--- config.mk ---
export PLATFORM = sky130hd
export DESIGN_NAME = mips_cache_controller
export DESIGN_NICKNAME = d
export VERILOG_FILES = /design/src/rtl/mips_cache_pkg.sv /design/src/rtl/mips_cache_wbuf.sv /design/src/rtl/mips_cache_controller.sv
export SDC_FILE = /design/constraint.sdc
export NUM_CORES = 1
export LEC_CHECK = 0
export CAP_MARGIN = 0
export CORE_MARGIN = 10
export CORE_UTILIZATION = 38
export DETAILED_ROUTE_END_ITERATION = 7
export PLACE_DENSITY = 0.84
export REMOVE_ABC_BUFFERS = 1
export SYNTH_ARGS = -nofsm -noshare
export SYNTH_HDL_FRONTEND = slang
export SYNTH_HIERARCHICAL = 1
export SYNTH_SLANG_ARGS = --single-unit
--- constraint.sdc ---
create_clock -name clk -period 1.48 [get_ports clk]
set_input_delay 0.148 -clock clk [delete_from_list [all_inputs] [get_ports clk]]
set_output_delay 0.148 -clock clk [all_outputs]
set_load 0.01 [all_outputs]
--- src/rtl/mips_cache_pkg.sv ---
// Shared types and helpers for the MIPS cache refill / write-through controller.
// Latency: n/a (types and a combinational helper only).
// Backpressure: n/a.
package mips_cache_pkg;

   localparam int ADDR_W = 32;
   localparam int DATA_W = 32;
   localparam int BE_W   = DATA_W / 8;

   typedef enum logic [1:0] {
      IDLE  = 2'd0,
      FETCH = 2'd1,
      FILL  = 2'd2,
      WRITE = 2'd3
   } cache_ctrl_state_t;

   // Clear the byte offset so every bus and fill address names a whole word.
   function automatic logic [ADDR_W-1:0] word_align(input logic [ADDR_W-1:0] addr);
      return {addr[ADDR_W-1:2], 2'b00};
   endfunction

endpackage

--- src/rtl/mips_cache_wbuf.sv ---
// One-entry posted write buffer: holds address, data and byte enables of a pending write.
// Latency: a push is visible on the outputs (and full_o) the cycle after it is accepted.
// Backpressure: a push while full is dropped unless a pop happens in the same cycle.
module mips_cache_wbuf #(
   parameter int ADDR_W = 32,
   parameter int DATA_W = 32
) (
   input  logic                clk,
   input  logic                rst,
   input  logic                push_i,
   input  logic [ADDR_W-1:0]   push_addr_i,
   input  logic [DATA_W-1:0]   push_data_i,
   input  logic [DATA_W/8-1:0] push_be_i,
   input  logic                pop_i,
   output logic                full_o,
   output logic [ADDR_W-1:0]   addr_o,
   output logic [DATA_W-1:0]   data_o,
   output logic [DATA_W/8-1:0] be_o
);

   logic                full_q, full_d;
   logic [ADDR_W-1:0]   addr_q, addr_d;
   logic [DATA_W-1:0]   data_q, data_d;
   logic [DATA_W/8-1:0] be_q, be_d;
   logic                push_ok;

   assign push_ok = push_i & (~full_q | pop_i);

   // Next entry contents: a pop empties the slot, an accepted push refills it.
   always_comb begin
      full_d = full_q;
      addr_d = addr_q;
      data_d = data_q;
      be_d   = be_q;
      if (pop_i) begin
         full_d = 1'b0;
      end
      if (push_ok) begin
         full_d = 1'b1;
         addr_d = push_addr_i;
         data_d = push_data_i;
         be_d   = push_be_i;
      end
   end

   // Entry storage with synchronous reset to an empty, zeroed slot.
   always_ff @(posedge clk) begin
      if (rst) begin
         full_q <= 1'b0;
         addr_q <= '0;
         data_q <= '0;
         be_q   <= '0;
      end else begin
         full_q <= full_d;
         addr_q <= addr_d;
         data_q <= data_d;
         be_q   <= be_d;
      end
   end

   assign full_o = full_q;
   assign addr_o = addr_q;
   assign data_o = data_q;
   assign be_o   = be_q;

endmodule

--- src/rtl/mips_cache_controller.sv ---
// Read-miss refill and write-through engine between the cache data array and an Avalon-style bus.
// Latency: read miss 2 cycles + wait states to the fill strobe; write 1 cycle + wait states.
// Backpressure: holds bus requests while mem_waitrequest=1; stalls the CPU via ctrl_stall.
// Build option: define MIPS_CACHE_CTRL_WBUF_EN for a one-entry posted write buffer.
module mips_cache_controller #(
   parameter int ADDR_W = 32,
   parameter int DATA_W = 32
) (
   input  logic                clk,
   input  logic                rst,
   input  logic [ADDR_W-1:0]   cpu_addr,
   input  logic                cpu_read,
   input  logic                cpu_write,
   input  logic [DATA_W-1:0]   cpu_writedata,
   input  logic [DATA_W/8-1:0] cpu_byteenable,
   input  logic                cache_miss,
   output logic                ctrl_stall,
   output logic [DATA_W-1:0]   data_in,
   output logic [ADDR_W-1:0]   data_addr,
   output logic                data_valid,
   output logic [ADDR_W-1:0]   mem_address,
   output logic                mem_read,
   output logic                mem_write,
   output logic [DATA_W-1:0]   mem_writedata,
   output logic [DATA_W/8-1:0] mem_byteenable,
   input  logic                mem_waitrequest,
   input  logic [DATA_W-1:0]   mem_readdata
);

   import mips_cache_pkg::*;

   cache_ctrl_state_t   state_q, state_d;
   logic [ADDR_W-1:0]   addr_q, addr_d;
   logic [DATA_W-1:0]   rdata_q, rdata_d;
   logic                rd_miss;

   assign rd_miss = cpu_read & cache_miss;

`ifdef MIPS_CACHE_CTRL_WBUF_EN
   logic                wb_push, wb_pop, wb_full;
   logic [ADDR_W-1:0]   wb_addr;
   logic [DATA_W-1:0]   wb_data;
   logic [DATA_W/8-1:0] wb_be;

   // Writes are posted from IDLE only when the slot is free; WRITE drains the slot.
   assign wb_push = (state_q == IDLE) & cpu_write & ~wb_full;
   assign wb_pop  = (state_q == WRITE) & ~mem_waitrequest;

   mips_cache_wbuf #(
      .ADDR_W (ADDR_W),
      .DATA_W (DATA_W)
   ) u_wbuf (
      .clk         (clk),
      .rst         (rst),
      .push_i      (wb_push),
      .push_addr_i (word_align(cpu_addr)),
      .push_data_i (cpu_writedata),
      .push_be_i   (cpu_byteenable),
      .pop_i       (wb_pop),
      .full_o      (wb_full),
      .addr_o      (wb_addr),
      .data_o      (wb_data),
      .be_o        (wb_be)
   );
`else
   logic [DATA_W-1:0]   wdata_q, wdata_d;
   logic [DATA_W/8-1:0] be_q, be_d;

   // Latched write data and lanes for the blocking write-through.
   always_ff @(posedge clk) begin
      if (rst) begin
         wdata_q <= '0;
         be_q    <= '0;
      end else begin
         wdata_q <= wdata_d;
         be_q    <= be_d;
      end
   end
`endif

   // State register plus the latched address and captured read word.
   always_ff @(posedge clk) begin
      if (rst) begin
         state_q <= IDLE;
         addr_q  <= '0;
         rdata_q <= '0;
      end else begin
         state_q <= state_d;
         addr_q  <= addr_d;
         rdata_q <= rdata_d;
      end
   end

   // Next-state logic; a write in IDLE always beats a simultaneous read.
   always_comb begin
      state_d = state_q;
      addr_d  = addr_q;
      rdata_d = rdata_q;
`ifndef MIPS_CACHE_CTRL_WBUF_EN
      wdata_d = wdata_q;
      be_d    = be_q;
`endif
      case (state_q)
         IDLE: begin
`ifdef MIPS_CACHE_CTRL_WBUF_EN
            // A full buffer must drain first so a following read miss sees the new data.
            if (wb_full | cpu_write) begin
               state_d = WRITE;
            end
`else
            if (cpu_write) begin
               state_d = WRITE;
               addr_d  = word_align(cpu_addr);
               wdata_d = cpu_writedata;
               be_d    = cpu_byteenable;
            end
`endif
            else if (rd_miss) begin
               state_d = FETCH;
               addr_d  = word_align(cpu_addr);
            end
         end
         FETCH: begin
            if (!mem_waitrequest) begin
               rdata_d = mem_readdata;
               state_d = FILL;
            end
         end
         FILL: begin
            state_d = IDLE;
         end
         WRITE: begin
            if (!mem_waitrequest) begin
               state_d = IDLE;
            end
         end
         default: begin
            state_d = IDLE;
         end
      endcase
   end

   // Output decode from the current state; the IDLE write stall is combinational.
   always_comb begin
      mem_read       = 1'b0;
      mem_write      = 1'b0;
      mem_byteenable = '0;
      data_valid     = 1'b0;
      ctrl_stall     = 1'b0;
      mem_address    = addr_q;
      data_in        = rdata_q;
      data_addr      = addr_q;
`ifdef MIPS_CACHE_CTRL_WBUF_EN
      mem_writedata  = wb_data;
`else
      mem_writedata  = wdata_q;
`endif
      case (state_q)
         IDLE: begin
`ifdef MIPS_CACHE_CTRL_WBUF_EN
            ctrl_stall = (cpu_write | rd_miss) & wb_full;
`else
            ctrl_stall = cpu_write;
`endif
         end
         FETCH: begin
            mem_read       = 1'b1;
            mem_byteenable = '1;
            ctrl_stall     = 1'b1;
         end
         FILL: begin
            data_valid = 1'b1;
            ctrl_stall = 1'b1;
         end
         WRITE: begin
            mem_write = 1'b1;
`ifdef MIPS_CACHE_CTRL_WBUF_EN
            // Hits proceed during a drain; only a second write or a read miss waits.
            mem_address    = wb_addr;
            mem_byteenable = wb_be;
            ctrl_stall     = (cpu_write | rd_miss) & wb_full;
`else
            mem_byteenable = be_q;
            ctrl_stall     = 1'b1;
`endif
         end
         default: begin
            ctrl_stall = 1'b0;
         end
      endcase
   end

endmodule

==> out/qor.csv, run 1 <==
metric,value,unit
Worst-path clk slew,100,ps
number of max-cap violations,0,
Initial Utilization,0.385,
critical path's slowest cell,clkdlybuf4s50_1,
Total GRT Usage,0.165,
Setup crit start,mem_writedata[3]$_SDFFE_PP0P_,
Pwr Density,930,nW/um2
initial DRC count,216,
clk sink count,100,
initial antenna violation count,0,
largest net degree at the start of global routing,67,
CTS H-Tree Depth,3,
crit-path leading delay family,buffers and inverters,
"Slew Viols, Final",0,
sw frac,0.286,
gr ovfl total,0,
HP Class,in -> reg,
Int Pwr,4450,uW
Yosys reg bits,100,
syn_area_per_cell,8.58,um2
LEAKAGE,0.00338,uW
"most common cell after layout, fill and taps aside",clkdlybuf4s50_1,
status,"finished, final reports clean",
IO Port Bufs,235,
worst-path maximum fanout,2,
"Area growth, synth to finish",61.4,%
TNS Setup,0,ps
fillcell total,910,
die area,15500,um2
Die H,125,um
Peak VDD IR,0.000663,V
Hold WS,239,ps
root buffer cell,clkbuf_8,
drt pass-1 iters,4,
WP data arrival,1280,ps
# diodes,0,
RSZ-0062 raised after global routing,no,
"Cell Area, Synth",4150,um2
Seq pwr share,0.482,
Setup Skew,11.3,ps
Finished Layout Cells,821,
clock share of power,0.270,
WL/cell,16.5,um
Core Area,10800,um2
vias post-DR,3829,
Worst Hold Launch,rst,
synthesis warning total,6,
Netlist cell types,22,
final hold violation count,0,
area taken by multi-input logic gates,1700,um2
reg-to-reg critical path startpoint,state_q[1]$_SDFFE_PP0P_,
Buffers & Inverters on Critical Path,1,
post-cts hold buffer count,0,
DRC viols,0,
Worst Path Required,1330,ps
Clock Tree Buf Depth,2,
Logic pwr share,0.248,
vias in the first global route,4003,
Layout Nets,782,
Worst-Skew Late Latency,360,ps
Worst Setup Start Kind,register,
"critical path, cell by cell",clkdlybuf4s50_1,
most frequent cells in the layout,"clkdlybuf4s50_1 (154), nand2_1 (137), dfxtp_1 (98), a21oi_1 (71), nand2b_1 (60)",
CTS tree,built,
CP endpoint kind,output pin,
GP Congestion,0.795,
Critical Path Max Stage Delay,560,ps
achievable frequency,702,MHz
num ports,242,
Mapped Cells,484,
dpl hpwl,10400,um
vias per cell,4.66,
layout cell share with drive strength beyond 1,0.0558,
TritonCTS buffer count,9,
Post-CTS Setup Bufs,0,
Chip Width,125,um
DP Cell Count,805,
Register Area,2010,um2
Final ANT Viol Nets,0,
Detailed Route WL,13500,um
post-layout minimum cycle time,1420,ps
Final Setup Violations,0,
NetSw,1790,uW
post-synthesis sequential area ratio,0.482,
crit path kind,reg -> out,
first-pass GRT wire length,21200,um
row cnt,38,
fin crit share,0.962,
fin util,0.621,
-- path summary, 6_finish.rpt --
path                                    endpoint  slack [ps]  cells past startpoint
hold / removal          data_in[24]$_SDFFE_PP0P_         240                      3
setup reg to reg        data_in[16]$_SDFFE_PP0P_          60                      5
setup / recovery                mem_writedata[3]          60                      1
hold reg to reg   mem_writedata[19]$_SDFFE_PP0P_         460                      2
-- per-layer routing --
layer / share of wire / vias up / GRT usage
met4: 0.0091 / 0 / 0.0391
met1: 0.35 / 1782 / 0.160
li1: - / 1891 / -
met5: 0 / - / 0
met2: 0.54 / 146 / 0.308
met3: 0.098 / 10 / 0.0762
-- area by class of cell --
cell class / count / share of cell area
flip-flops and latches: 100 / 0.300
multi-input cells: 318 / 0.254
well taps: 140 / 0.0261
clock buffers: 10 / 0.0205
repair buffers: 246 / 0.390
inverters: 1 / 0.000560
clock inverters: 6 / 0.00859
-- through the flow --
stage / setup WS (ps) / instance area [um2] / total power (uW)
detailed placement: -105 / 6420 / 4710
global placement: -69.8 / 6420 / 4660
CTS: 0.155 / 6580 / 6360
floorplan: -1060 / 3700 / 3610
global route: 0.416 / 6700 / 6550
finish: 55.7 / 6700 / 6230
-- cell usage after synthesis, drive strengths merged --
| master | instances | area (um2) |
|---|---|---|
| nand2 | 137 | 514 |
| or3 | 2 | 12.5 |
| and2 | 1 | 6.26 |
| inv | 1 | 3.75 |
| nor2 | 1 | 3.75 |
| conb | 1 | 3.75 |
| nor3 | 1 | 10.0 |
| clkbuf | 13 | 48.8 |
| nor2b | 1 | 6.26 |
| o211ai | 1 | 7.51 |
| mux2i | 30 | 300 |
| or3b | 2 | 17.5 |
| nand2b | 60 | 375 |
| nand3 | 1 | 5.00 |
| o21a | 4 | 30.0 |
| nor3b | 2 | 31.3 |
| a21oi | 71 | 355 |
| buf | 55 | 420 |
| dfxtp | 100 | 2000 |
-- flip-flops by register name (all words and copies together), names as in the netlist --
name           count
be_q               4
data_addr         30
data_in           32
mem_writedata     32
state_q            2
-- power groups by stage --
stage / registers (uW) / logic, uW / clock network (uW)
final: 3000 / 1550 / 1680
after global routing: 3030 / 1660 / 1860
after CTS: 3010 / 1600 / 1750
after detailed placement: 3070 / 1640 / 0
after global placement: 3060 / 1600 / 0
after floorplan: 3190 / 429 / 0
-- logic make-up (layout without fill, tap and decap cells) --
kind of cell	after synthesis	count (layout)	synth area share
compound gates	76	76	0.0946
buf+inv	69	263	0.114
flops	100	100	0.482
mux	30	30	0.0723
other cells	1	4	0.000903
simple gates	208	208	0.236
-- worst min-delay path, delay by kind of cell --
| family | cells | cell delay, ps |
|---|---|---|
| compound gates | 1 | 60 |
| buf+inv | 2 | 330 |
-- repair_timing --
item | CTS | global route
endpoints found under the setup margin | 28 | 58
endpoints found under the hold margin | 0 | 0
gates resized for setup | 36 | 59
cloned | 0 | 0
No activity file was read; power rests on OpenSTA's default activity.
==> run 2: changes to the inputs <==
- CORE_MARGIN: 10 -> not set
- CORE_UTILIZATION: 38 -> 34
- PLACE_DENSITY: 0.84 -> 0.79
- clock period: 1.48 -> 1.3 ns (I/O delays scaled with it)
==> run 2 against run 1 <==
  * The flow now finishes with violations (setup timing)
  * Die area shrank 18%
  * Critical path depth increased by 6
  * Sequential power up 14%
  * Combinational power grew 19%
  * Power grew 34%
  * Largest power group unchanged
  * Critical endpoint is now data_in[2]$_SDFFE_PP0P_
  * Final area up 5.4%
  * Cell count increased by 3.0%
  * Clock power is 82% higher
  * Largest cell class unchanged
  * Via count grew 2.3%
  * Utilization decreased by 3.0 points
==> out/qor.csv, run 2 (synthesis results as in run 1) <==
metric,value,unit,change
Core Area,12000,um2,was 10800 um2
reg-to-reg critical path startpoint,state_q[1]$_SDFFE_PP0P_,,unchanged
most frequent cells in the layout,"dlygate4sd2_1 (124), nand2_1 (108), clkdlybuf4s50_1 (102), dfxtp_1 (98), nand2b_1 (60)",,"was clkdlybuf4s50_1 (154), nand2_1 (137), dfxtp_1 (98), a21oi_1 (71), nand2b_1 (60)"
crit path kind,reg -> reg,,was reg -> out
vias per cell,4.63,,was 4.66
Worst Path Required,1550,ps,was 1330 ps
vias post-DR,3916,,was 3829
HP Class,in -> reg,,unchanged
GP Congestion,0.759,,was 0.795
Die H,113,um,was 125 um
final instance area,7070,um2,was 6700 um2
Clock Tree Buf Depth,2,,unchanged
WL/cell,14.4,um,was 16.5 um
die area,12700,um2,was 15500 um2
TritonCTS buffer count,9,,unchanged
DRC viols,0,,unchanged
Layout Nets,800,,was 782
CP endpoint kind,register,,was output pin
# diodes,0,,unchanged
drt pass-1 iters,5,,was 4
PnR worst setup slack,-136,ps,was 55.7 ps
fillcell total,1058,,was 910
WP data arrival,1690,ps,was 1280 ps
"most common cell after layout, fill and taps aside",dlygate4sd2_1,,was clkdlybuf4s50_1
gr ovfl total,0,,unchanged
Peak VDD IR,0.000613,V,was 0.000663 V
clk sink count,100,,unchanged
fin crit share,1.10,,
status,finished with violations,,"was finished, final reports clean"
layout cell share with drive strength beyond 1,0.149,,was 0.0558
Setup crit start,state_q[1]$_SDFFE_PP0P_,,was mem_writedata[3]$_SDFFE_PP0P_
Final Setup Violations,49,,was 0
post-layout minimum cycle time,1440,ps,
largest net degree at the start of global routing,67,,unchanged
Total GRT Usage,0.171,,was 0.165
failing checks,setup timing,,
initial antenna violation count,0,,unchanged
Register Area,2010,um2,unchanged
final hold violation count,0,,unchanged
dpl cell area,6460,um2,was 6420 um2
first-pass GRT wire length,17400,um,was 21200 um
area taken by multi-input logic gates,1860,um2,was 1700 um2
achievable frequency,696,MHz,
Worst Hold Launch,rst,,unchanged
Worst-path clk slew,70,ps,was 100 ps
root buffer cell,clkbuf_16,,was clkbuf_8
num ports,242,,unchanged
"Slew Viols, Final",0,,unchanged
CTS H-Tree Depth,3,,unchanged
post-cts hold buffer count,0,,unchanged
dpl hpwl,8110,um,was 10400 um
CTS tree,built,,unchanged
vias in the first global route,3644,,was 4003
number of max-cap violations,0,,unchanged
Detailed Route WL,12200,um,was 13500 um
initial DRC count,167,,was 216
worst-path maximum fanout,16,,was 2
"Area growth, synth to finish",70.1,%,was 61.4%
Worst-Skew Late Latency,330,ps,was 360 ps
LEAKAGE,0.00318,uW,was 0.00338 uW
Initial Utilization,0.347,,was 0.385
RSZ-0062 raised after global routing,yes,,was no
Hold WS,248,ps,was 239 ps
Worst Setup Start Kind,register,,unchanged
Final ANT Viol Nets,0,,unchanged
Pwr Density,1180,nW/um2,was 930 nW/um2
IO Port Bufs,235,,unchanged
Setup Skew,5.05,ps,was 11.3 ps
row cnt,40,,was 38
Chip Width,113,um,was 125 um
==> run 2: worst paths after layout <==
check,to,depth (start not counted),slack (ps)
setup / recovery,data_in[2]$_SDFFE_PP0P_,7,-140
hold / removal,be_q[1]$_SDFFE_PP0P_,3,250
setup reg to reg,data_in[2]$_SDFFE_PP0P_,7,-140
hold reg to reg,mem_writedata[22]$_SDFFE_PP0P_,2,450
==> run 2: critical path, stage by stage (launching register included) <==
cell,delay [ps]
dfxtp_4,370
buf_6,120
buf_4,130
nor3b_4,230
buf_12,150
clkbuf_16,160
nand2_1,70
a21oi_1,130
==> run 2: cell type report <==
cell class	instances	area share
inverter	1	0.000531
sequential	100	0.284
clock buffer	10	0.0338
timing repair buffer	264	0.376
tap	147	0.0260
clock inverter	6	0.0158
multi-input combinational	318	0.264
==> run 2: timing repair <==
action	4_1_cts	5_1_grt
gates resized for setup	172	43
pin swaps	13	6
cloned	2	6
setup buffers	1	3
endpoints found under the setup margin	175	74
==> run 2: per-layer routing <==
metal,up-vias,GRT usage,wire [um]
met3,21,0.0400,623
met1,1829,0.186,4800
met2,139,0.321,6560
met4,0,0.0604,242
met5,-,0,0
li1,1927,-,-
==> run 2: where the power goes <==
part | leakage [uW] | total, uW | internal, uW | switching, uW
Clock | 0.000169 | 3050 | 1930 | 1110
Sequential | 0.000819 | 3430 | 3280 | 149
Combinational | 0.00220 | 1850 | 1040 | 814
Total | 0.00318 | 8330 | 6250 | 2080
==> run 2: stage by stage <==
stage                     total power, uW  TNS, ps  worst slack, ps   util  std cells
final                                8330    -3260             -136  0.591        846
after global routing                 8720    -6110             -183  0.591        846
after CTS                            8250    -2610            -99.1  0.565        837
after detailed placement             5330   -16710             -228  0.540        818
after global placement               5290   -14750             -200  0.540        818
after floorplan                      4110   -67070            -1240      -        419
==> RTL edit 1, RTL diff (settings of run 1) <==
Encoding of `cache_ctrl_state_t`: now Gray code (2 bits for 4 states).
--- a/src/rtl/mips_cache_pkg.sv
+++ b/src/rtl/mips_cache_pkg.sv
@@ -9,8 +9,8 @@
 
    typedef enum logic [1:0] {
-      IDLE  = 2'd0,
-      FETCH = 2'd1,
-      FILL  = 2'd2,
-      WRITE = 2'd3
+      IDLE  = 2'b00,
+      FETCH = 2'b01,
+      FILL  = 2'b11,
+      WRITE = 2'b10
    } cache_ctrl_state_t;
 
Behaviour: same outputs for any inputs over 4 cycles, from zero or initial values and one cycle with rst high; so few cycles prove little.
==> RTL edit 1 against run 1 <==
- the run now ends with negative setup slack left
- area after synthesis decreased by 3.0%
- non-clock buffer count increased by 14
- utilization increased by 5.8 points
- cell count is 2.8% higher
- sequential cell count stayed put
- wire length up 11%
- via count increased by 8.4%
- worst setup slack got worse by 0.071 ns
- design area up 4.5%
- maximum frequency is 4.7% lower
- critical endpoint is now mem_byteenable[2]
Power is not compared: it rests on default switching activity, and its combinational part moved more than twofold at a synthesized area within 25%.
==> RTL edit 1: results (changes against run 1) <==
first-pass GRT wire length=21200 um (about the same); failing checks=negative setup slack; Netlist cell types=23 (+4.5%); r2r setup slk=0 ns (-0.06 ns); CP top delay family=flip-flops; crit path to=mem_byteenable[2]; buffer share of cell area=0.396 (+0.00581); status=complete, but fails checks; final count of negative-setup-slack endpoints=4 (+4); Met1 Wirelength=5450 um (+15%); Non-clock inverters=3 (+2); Mapped Avg Cell Area=8.04 sq um (-6.3%); complex-gate fraction of the synthesized area=0.174 (+0.0797); Seq area share=0.287 (-0.0126); setup ws final=-0.0151 ns (-0.0708 ns); Signal buffers=260 (+5.7%); GRT met3 Usage=0.0643 (-0.0119); fill count=784 (-14%); drt via density=4.92 (+5.4%); post-route setup TNS=-0.0455 ns (-0.0455 ns); Critical Path AT=1.35 ns (+0.07 ns); top cells by count, synth=nand2_1, a21oi_1, dfxtp_1; Multi-In Gates=328 (+3.1%); Hold Path Depth=2 (-1); multi-input combinational area share=0.260 (+0.00635); WL per Instance=17.7 um (+7.6%); fraction of layout cells with a size suffix above 1=0.164 (+0.108); ranking of synthesized cells by area=dfxtp_1, a21oi_1, nand2_1; met1 usage=0.176 (+0.0159); met2 wire length=7780 um (+6.3%); antenna diode count=1 (+1); largest net degree at the start of global routing=48 (-28%); mux share of post-synthesis cell area=0.00280 (-0.0695); R2R depth=7 (+2); vias in the first global route=4131 (+3.2%); sequential area share after synthesis=0.497 (+0.0151); CP max stage delay=0.40 ns (-0.16 ns)
## RTL edit 1: cell count changes after synthesis, sizes merged, moves of 3 or more
cell    delta
a21oi     +33
clkbuf     +3
ha         +7
mux2i     -30
nand2b    -57
nand3     +29
nor2b      +3
o21a       -4
o21ai     +33
## RTL edit 1: what timing repair did
action                                 4_1_cts  5_1_grt
gates resized for setup                     51      107
gates cloned                                 0        4
buffers inserted                             1        1
endpoints found under the hold margin        0        0
pin swaps                                    1       18
setup endpoints to repair                  112      108
hold buffers                                 0        0
## RTL edit 1: through the flow
stage / total power, W / hold slack [ns] / setup slack [ns] / cells
2_1_floorplan: 0.00532 / 0.217 / -0.866 / 431
5_1_grt: 0.0112 / 0.113 / -0.0813 / 844
4_1_cts: 0.0101 / 0.0917 / -0.0275 / 838
3_3_place_gp: 0.00791 / 0.442 / -0.139 / 821
6_report: 0.0105 / 0.120 / -0.0151 / 844
3_5_place_dp: 0.00807 / 0.446 / -0.170 / 821
==> RTL edit 2, RTL diff (config.mk and constraints of run 1) <==
Without the edit above. `DATA_W` is set to 32 in 2 places; all go to 16.
--- a/src/rtl/mips_cache_pkg.sv
+++ b/src/rtl/mips_cache_pkg.sv
@@ -5,5 +5,5 @@
 
    localparam int ADDR_W = 32;
-   localparam int DATA_W = 32;
+   localparam int DATA_W = 16;
    localparam int BE_W   = DATA_W / 8;
 
--- a/src/rtl/mips_cache_controller.sv
+++ b/src/rtl/mips_cache_controller.sv
@@ -5,5 +5,5 @@
 module mips_cache_controller #(
    parameter int ADDR_W = 32,
-   parameter int DATA_W = 32
+   parameter int DATA_W = 16
 ) (
    input  logic                clk,
Ports: changed (6 resized); port bits go from 242 to 174. The function was not compared with the original's and may differ.
==> RTL edit 2 against run 1 <==
- design area decreased by 29%
- area after synthesis decreased by 29%
- highest routed layer unchanged
- count of clock-buffer cells in the layout decreased by 1
- wire length decreased by 38%
- largest cell class unchanged
- critical endpoint is now mem_address[21]
- sequential cell count decreased by 34
- utilization increased by 0.16 points
- worst setup slack improved by 0.0059 ns
- non-clock buffer count decreased by 68
- power decreased by 21%
==> RTL edit 2: results (changes against run 1) <==
met1 usage=0.151 (-0.00949); top cells by count, synth=nand2_1, dfxtp_1, nand2b_1; r2r setup slk=0.12 ns (+0.06 ns); port buffer count=167 (-29%); met2 wire length=4030 um (-45%); power density over the cells=1030 nW/um^2 (+11%); Placed Cells=561 (-30%); Peak VDD IR=0.557 mV (-16%); drt via density=4.44 (-4.8%); largest net degree at the start of global routing=97 (+45%); fill count=636 (-30%); WL final=8350 um (-38%); vias in the first global route=2611 (-35%); WL per Instance=14.5 um (-12%); pre-CTS WS=-0.152 ns (-0.0476 ns); M2 GR Usage=0.227 (-0.0813); ranking of synthesized cells by area=dfxtp_1, nand2b_1, mux2i_1; GRT met3 Usage=0.0744 (-0.00181); fin nets=542 (-31%); status=finished clean; Hold Slack=0.309 ns (+0.0700 ns); reg2reg start=state_q[0]$_SDFFE_PP0P_; Pleak=1.84 nW (-45%); NetSw=0.00131 W (-27%); Reg clk slew, reported paths=0.08 ns (-0.02 ns); first-pass GRT wire length=13100 um (-38%); R2R depth=4 (-1); Mapped Cells=333 (-31%); GRT Util Overall=0.138 (-0.0266); metal3 WL=921 um (-30%); fraction of layout cells with a size suffix above 1=0.0716 (+0.0158); Comb pwr share=0.243 (-0.005)
## RTL edit 2: cell count changes after synthesis, moves of 2 or more
| cell | delta |
|---|---|
| a21oi_1 | -34 |
| buf_1 | +2 |
| buf_2 | -3 |
| buf_6 | -5 |
| clkbuf_1 | -6 |
| dfxtp_1 | -34 |
| nand2_1 | -68 |
| o21a_1 | -2 |
## RTL edit 2: how the worst max path moves through the flow
stage / from / end / slack [ns] / depth (start not counted)
after floorplan: state_q[0]$_SDFFE_PP0P_ / data_addr[10]$_SDFFE_PP0P_ / -2.40 / 2
after global placement: cpu_write / ctrl_stall / -0.14 / 3
after detailed placement: cpu_write / ctrl_stall / -0.15 / 3
after CTS: state_q[0]$_SDFFE_PP0P_ / ctrl_stall / 0.001 / 2
after global routing: data_addr[24]$_SDFFE_PP0P_ / mem_address[24] / 0.004 / 1
final: data_addr[21]$_SDFFE_PP0P_ / mem_address[21] / 0.06 / 1
## RTL edit 2: cell type report
| cell class | instances | area (sq um) | share of cell area |
|---|---|---|---|
| Timing Repair Buffer | 178 | 1800 | 0.380 |
| Sequential cell | 66 | 1330 | 0.280 |
| Multi-Input combinational cell | 214 | 1260 | 0.265 |
| Tap cell | 102 | 128 | 0.0269 |
| Clock buffer | 9 | 124 | 0.0261 |
| Clock inverter | 7 | 101 | 0.0214 |
| Inverter | 1 | 3.75 | 0.000792 |
## RTL edit 2: stage by stage
| stage | utilization | TNS (ns) |
|---|---|---|
| after floorplan | - | -72.12 |
| after global placement | 0.593 | -1.96 |
| after detailed placement | 0.593 | -3.40 |
| after CTS | 0.622 | 0 |
| after global routing | 0.623 | 0 |
| final | 0.623 | 0 |
## RTL edit 2: repair_timing
action                                  CTS  global route
gates cloned                              0             0
setup buffers                             0             0
endpoints found under the setup margin    6             7
gates resized for setup                   9             6
endpoints found under the hold margin     0             0
